File: src/rtl/reg_file_mp.sv
// Multi-port integer register file with two write ports, write-to-read bypass
// and a per-register busy scoreboard used by the issue stage to stall.
module reg_file_mp #(
  parameter int WIDTH    = 32,
  parameter int DEPTH    = 32,
  parameter int NUM_READ = 2,
  parameter int ZERO_REG = 1,
  localparam int AW      = $clog2(DEPTH)
) (
  input  logic                      clk,
  input  logic                      reset_n,
  input  logic [NUM_READ*AW-1:0]    rd_index,
  output logic [NUM_READ*WIDTH-1:0] rd_data,
  output logic [NUM_READ-1:0]       rd_busy,
  input  logic                      wr0_en,
  input  logic [AW-1:0]             wr0_index,
  input  logic [WIDTH-1:0]          wr0_data,
  input  logic                      wr1_en,
  input  logic [AW-1:0]             wr1_index,
  input  logic [WIDTH-1:0]          wr1_data,
  input  logic                      issue_en,
  input  logic [AW-1:0]             issue_index,
  input  logic                      flush,
  output logic [AW:0]               busy_count
);

  logic [WIDTH-1:0] regs_q [DEPTH];
  logic [DEPTH-1:0] busy_q, busy_d;
  logic [AW:0]      busy_count_q, busy_count_d;
  logic [DEPTH-1:0] wr_clr;

  logic wr0_ok, wr1_ok;

  // Register 0 swallows writes when it is hard-wired to zero.
  assign wr0_ok = wr0_en && !((ZERO_REG != 0) && (wr0_index == '0));
  assign wr1_ok = wr1_en && !((ZERO_REG != 0) && (wr1_index == '0));

  // Storage update; W1 is applied last so it wins a same-index collision.
  always_ff @(posedge clk or negedge reset_n) begin
    if (!reset_n) begin
      for (int i = 0; i < DEPTH; i++) regs_q[i] <= '0;
    end else begin
      if (wr0_ok) regs_q[wr0_index] <= wr0_data;
      if (wr1_ok) regs_q[wr1_index] <= wr1_data;
    end
  end

  // Registers completing a write this cycle (either port).
  always_comb begin
    wr_clr = '0;
    for (int i = 0; i < DEPTH; i++) begin
      if ((wr0_en && (wr0_index == AW'(i))) || (wr1_en && (wr1_index == AW'(i))))
        wr_clr[i] = 1'b1;
    end
  end

  // Scoreboard next state: flush beats issue, issue beats write completion.
  always_comb begin
    busy_d = busy_q;
    if (flush) begin
      busy_d = '0;
    end else begin
      for (int i = 0; i < DEPTH; i++) begin
        if (issue_en && (issue_index == AW'(i))) busy_d[i] = 1'b1;
        else if (wr_clr[i])                      busy_d[i] = 1'b0;
      end
    end
    if (ZERO_REG != 0) busy_d[0] = 1'b0;
  end

  // Population count of the next scoreboard state, registered alongside it.
  always_comb begin
    busy_count_d = '0;
    for (int i = 0; i < DEPTH; i++) busy_count_d = busy_count_d + (AW+1)'(busy_d[i]);
  end

  // Scoreboard and busy counter state.
  always_ff @(posedge clk or negedge reset_n) begin
    if (!reset_n) begin
      busy_q       <= '0;
      busy_count_q <= '0;
    end else begin
      busy_q       <= busy_d;
      busy_count_q <= busy_count_d;
    end
  end

  assign busy_count = busy_count_q;

  for (genvar p = 0; p < NUM_READ; p++) begin : g_rd
    logic [AW-1:0]    idx;
    logic [WIDTH-1:0] val;

    assign idx = rd_index[p*AW +: AW];

    // Read mux with 0-cycle bypass; W1 has priority over W0, outputs forced low in reset.
    always_comb begin
      if (!reset_n)                              val = '0;
      else if ((ZERO_REG != 0) && (idx == '0))   val = '0;
      else if (wr1_en && (wr1_index == idx))     val = wr1_data;
      else if (wr0_en && (wr0_index == idx))     val = wr0_data;
      else                                       val = regs_q[idx];
    end

    assign rd_data[p*WIDTH +: WIDTH] = val;
    assign rd_busy[p] = reset_n & busy_q[idx] & ~wr_clr[idx];
  end

endmodule

File: config.mk
export PLATFORM = sky130hd
export DESIGN_NAME = reg_file_mp
export DESIGN_NICKNAME = d
export VERILOG_FILES = /design/src/rtl/reg_file_mp.sv
export SDC_FILE = /design/constraint.sdc
export NUM_CORES = 2
export LEC_CHECK = 0
export CAP_MARGIN = 20
export CELL_PAD_IN_SITES_DETAIL_PLACEMENT = 1
export CELL_PAD_IN_SITES_GLOBAL_PLACEMENT = 1
export CORE_ASPECT_RATIO = 0.9
export CORE_MARGIN = 1.5
export CORE_UTILIZATION = 50
export DETAILED_ROUTE_END_ITERATION = 7
export PLACE_DENSITY = 0.92
export SETUP_SLACK_MARGIN = 0.05
export SKIP_CTS_REPAIR_TIMING = 1
export SYNTH_ARGS = -nofsm -noshare
export SYNTH_HDL_FRONTEND = slang
export SYNTH_SLANG_ARGS = --single-unit
export TNS_END_PERCENT = 30
File: constraint.sdc
create_clock -name clk -period 5.4 [get_ports clk]
set_input_delay 1.08 -clock clk [delete_from_list [all_inputs] [get_ports clk]]
set_output_delay 1.08 -clock clk [all_outputs]
set_load 0.01 [all_outputs]
==> reports/results.ini, run 1 <==
[outcome]
outcome=aborted with a tool error
stop_stage=global routing (5_1_grt)
firstError=[ERROR GRT-0232] Routing congestion too high. Check the congestion heatmap in the GUI.

[grt]
grt_util_all_layers_pct=82.8
grt_overflow=214
grt_antenna_before_repair=82
grt_max_degree=176

[synth]
synth.yosys.seq_area_share_pct=38.9
synth_seq_cells=1061
synth.distinct_cells=67
synth-compound-area-share_pct=9.56
yosysTopAreaCell=dfrtp_1
yosys_warnings=0
synth_mux_area_share_pct=36.3
postSynthAreaPerCell_um2=10.8
yosys.area_share.simple_pct=8.71
syn_nets=6464
yosysTopAreaCellShare_pct=38.9
synthCells=6339
yosysMostFrequentCell=dfrtp_1
syn_area_um2=68300
synth_ff_type=dfrtp_1
synth_top_family_by_area=multiplexers
synthArstFlopShare_pct=100
synthTopCellsByCount=dfrtp_1, mux2i_1, nand2_1
synth_edf_count=0
synth_area_leaders=dfrtp_1, mux4_2, mux2i_1, nand2_1, o21ai_0
synthXorXnorAreaFrac_pct=0.295
synth_fa_ha_area_share_pct=0.803

[floorplan]
die_h_um=354
die_w_um=393
num_io_pins=167
initial_utilization_pct=50.4
row_count=128

[clocking]
clock_sinks=1061
clock_path_buffers=3
cts_inserted_buffers=116
root_buffer=clkbuf_16
cts_max_level=3

[placed_design]
dp_hpwl_um=180000
placed_cells=7935
port_buffers=166
place_congestion=0.946

[sta]
endpoint_type=sequential cell input
worst_endpoint=busy_count[4]$_DFF_PN0_/D

[logic make-up after synthesis]
kind of cell,Yosys count
AOI/OAI and AO/OA,1236
DFF,1061
adders and majority gates,30
and+or+nand+nor,1487
muxes,1654
xor gates and xnor gates,23
buffers and inverters,848
[metrics by stage]
step | area [um^2] | setup TNS [ns] | worst slack, ns | util, % | hold WS (ns)
4_1_cts | 77100 | -5.43 | -0.873 | 56.9 | 0.396
3_5_place_dp | 72900 | -9.81 | -1.63 | 53.8 | 0.384
3_3_place_gp | 72900 | -8.60 | -1.53 | 53.8 | 0.376
2_1_floorplan | 68400 | -3.31 | -0.744 | - | 0.441
[layer usage]
metal,overflow,GRT usage (%)
met3,61,80.7
met5,5,74.5
met4,78,77.6
met2,58,90.6
met1,12,80.2
==> run 2: changes to the inputs <==
Settings changed: CELL_PAD_IN_SITES_DETAIL_PLACEMENT 1 to unset, CELL_PAD_IN_SITES_GLOBAL_PLACEMENT 1 to unset, CORE_ASPECT_RATIO 0.9 to unset, CORE_UTILIZATION 50 to 35, PLACE_DENSITY 0.92 to unset, PLACE_DENSITY_LB_ADDON set to 0.15, SETUP_SLACK_MARGIN 0.05 to unset.
==> reports/results.ini, run 2 <==
[outcome]
outcome=finished, violations left  ; was aborted with a tool error
failed_checks=negative setup slack

[synth]
synthCells=6339  ; unchanged
yosys_warnings=0  ; unchanged
synth.yosys.seq_area_share_pct=38.9  ; unchanged
synthTopCellsByCount=dfrtp_1, mux2i_1, nand2_1  ; unchanged
synthArstFlopShare_pct=100  ; unchanged
syn_area_um2=68300  ; unchanged
yosysTopAreaCellShare_pct=38.9  ; unchanged
synth_ff_type=dfrtp_1  ; unchanged
syn_nets=6464  ; unchanged
postSynthAreaPerCell_um2=10.8  ; unchanged
synth.distinct_cells=67  ; unchanged
yosysTopAreaCell=dfrtp_1  ; unchanged
synth_seq_cells=1061  ; unchanged
yosysMostFrequentCell=dfrtp_1  ; unchanged
synth_edf_count=0  ; unchanged
synth_area_leaders=dfrtp_1, mux4_2, mux2i_1, nand2_1, o21ai_0  ; unchanged

[worst_setup_path]
timing.rr.end=busy_count[4]
slowest_stage=fa_1
start_kind=input pin
timing.critical_path.mode_cell=fa_1
worstPathArrival_ns=6.31
r2r_slack_ns=0.20
max_stage_delay_ns=0.56
ff2ff_path_depth=20
rr_startpoint=busy_q[12]
crit_required_ns=6.11
cp_max_fo=8
crit_type=input pin to register
endpoint_kind=register
crit_chain=clkbuf_2 -> buf_6 -> buf_6 -> nand4_1 -> nor2_4 -> a21oi_4 -> a32oi_2 -> nor2_2 -> fa_1 -> inv_1 -> fa_1 -> fa_1 -> fa_1 -> fa_1 -> inv_1 -> fa_1 -> fa_2 -> inv_2 -> fa_2 -> inv_2 -> a21o_1 -> a21oi_2 -> xnor2_1

[route]
final_antenna_net_count=0
routed_wirelength_um=292000
drc=0
avgViaCountPerCell=6.00
post_drt_wl_per_cell_um=32.5
drtIter0Drc=6114
dr_total_vias=53849
dr.pass1.iters=6

[sta]
skew_ns=0.0256
tightestPinTransition_ns=1.18
slew_headroom_pct=21.4
slew_viol_final=0
rsz0062_at_grt=true
fmax_ghz=0.179
period_needed_ns=5.60
finalSetupTns_ns=-0.574
setup_ws_ns=-0.200
setup-violations-final=5
fin_crit_sh_pct=104
timing.hold.ws_ns=0.134
hold_viol=0

[power_and_ir_drop]
irDropWorstVdd_mv=0.301
p_leak_nw=32.9
powerDensity_nw_per_um2=350

[finish]
nFillCells=18073
fin_nets=6466
regMostFlops=regs_q
final_cell_mix=dfrtp_1, mux2i_1, nand2_1
largest_register_ffs=1024
area_growth_pct=16.4
final_common_cell=dfrtp_1
drive_gt1_share_pct=23.5
finalInstanceArea_um2=79500

[grt]
grt_util_all_layers_pct=29.2
grt_pass1_vias=53021
grt.met3_usage_pct=4.59
grt_overflow=0
met2_usage_pct=46.8
grt_pass1_wl_um=412000
grt_max_degree=155
grt_busiest_layer=met2
grt_antenna_before_repair=3
grtUsageMet1_pct=38.4

[clocking]
cts_max_level=4  ; was 3
root_buffer=clkbuf_16  ; unchanged
cts_inserted_buffers=133  ; was 116
clkTransAtPathRegs_ns=0.05
clock_sinks=1061  ; unchanged
cts_tree=built
clock_latency_ns=0.81
clock_path_buffers=3  ; unchanged

[placed_design]
placed_cell_area_um2=74600  ; was 72900 um^2
place_congestion=0.889  ; was 0.946
pre_cts_ws_ns=-1.63  ; about the same
dp_hpwl_um=173000  ; was 180000 um
port_buffers=166  ; unchanged

[floorplan]
die_h_um=445  ; was 354 um
num_io_pins=167  ; unchanged
core_area_um2=193000
row_count=161  ; was 128
initial_utilization_pct=35.3  ; was 50.4%
die_w_um=445  ; was 393 um
dieArea_um2=198000

[job]
cap_violations=0

[min_path]
hold_class=input pin to asynchronous set/reset pin

-- run 2: cell counts after synthesis --
Identical to the previous run, type by type.
-- run 2: where the power goes --
group	switching [mW]	leakage [nW]	internal (mW)
combinational	3.20	17.5	4.02
clock	3.81	2.18	5.37
sequential	1.53	13.2	9.92
total	8.55	32.9	19.3
-- run 2: cell type report --
type	count	area (um^2)	area share, %
diodes	1	2.50	0.00315
clock buffers	196	4000	5.04
well taps	2526	3160	3.98
repair buffers	664	6410	8.06
multi-input cells	4430	38800	48.8
inverters	51	191	0.241
flip-flops and latches	1061	26600	33.4
clock inverters	39	389	0.489
-- run 2: worst max path at each step --
stage | startpoint | endpoint | slack, ns | depth (start not counted)
finish | wr0_index[2] | busy_count[4] | -0.20 | 23
global placement | wr1_index[4] | busy_count[4] | -1.66 | 21
CTS | wr0_en | busy_count[4] | -0.82 | 21
floorplan | wr1_index[1] | busy_count[4] | -0.74 | 21
global route | wr0_index[2] | busy_count[4] | -0.37 | 23
detailed placement | wr0_en | busy_count[4] | -1.63 | 21
-- run 2: kinds of logic after synthesis --
logic type	after synthesis	synth area share, %
AO/OA/AOI/OAI	1236	9.56
XOR/XNOR	23	0.295
adder cells (fa/ha/maj)	30	0.803
buffers and inverters	848	5.44
flip-flops	1061	38.9
multiplexers	1654	36.3
AND/OR/NAND/NOR	1487	8.71
-- run 2: stage by stage --
stage | cells | util [%] | power (mW)
detailed placement | 8709 | 38.6 | 18.7
finish | 8968 | 41.1 | 27.9
global placement | 8709 | 38.6 | 18.5
CTS | 8944 | 40.9 | 27.9
floorplan | 6339 | - | 16.1
global route | 8967 | 41.1 | 29.1
-- run 2: worst max-delay path, delay by kind of cell --
kind | cells | cell delay (ns)
AOI/OAI and AO/OA | 4 | 0.59
buffers and inverters | 7 | 0.50
adders and majority gates | 8 | 3.48
and+or+nand+nor | 3 | 0.52
xor gates and xnor gates | 1 | 0.13
-- run 2: routing by layer --
| layer | vias to the layer above | routed length (um) |
|---|---|---|
| met5 | - | 51 |
| met4 | 6 | 16100 |
| met3 | 655 | 20500 |
| met2 | 2455 | 138000 |
| met1 | 27772 | 117000 |
| li1 | 22961 | - |
Power figures use the tool's default switching activity.
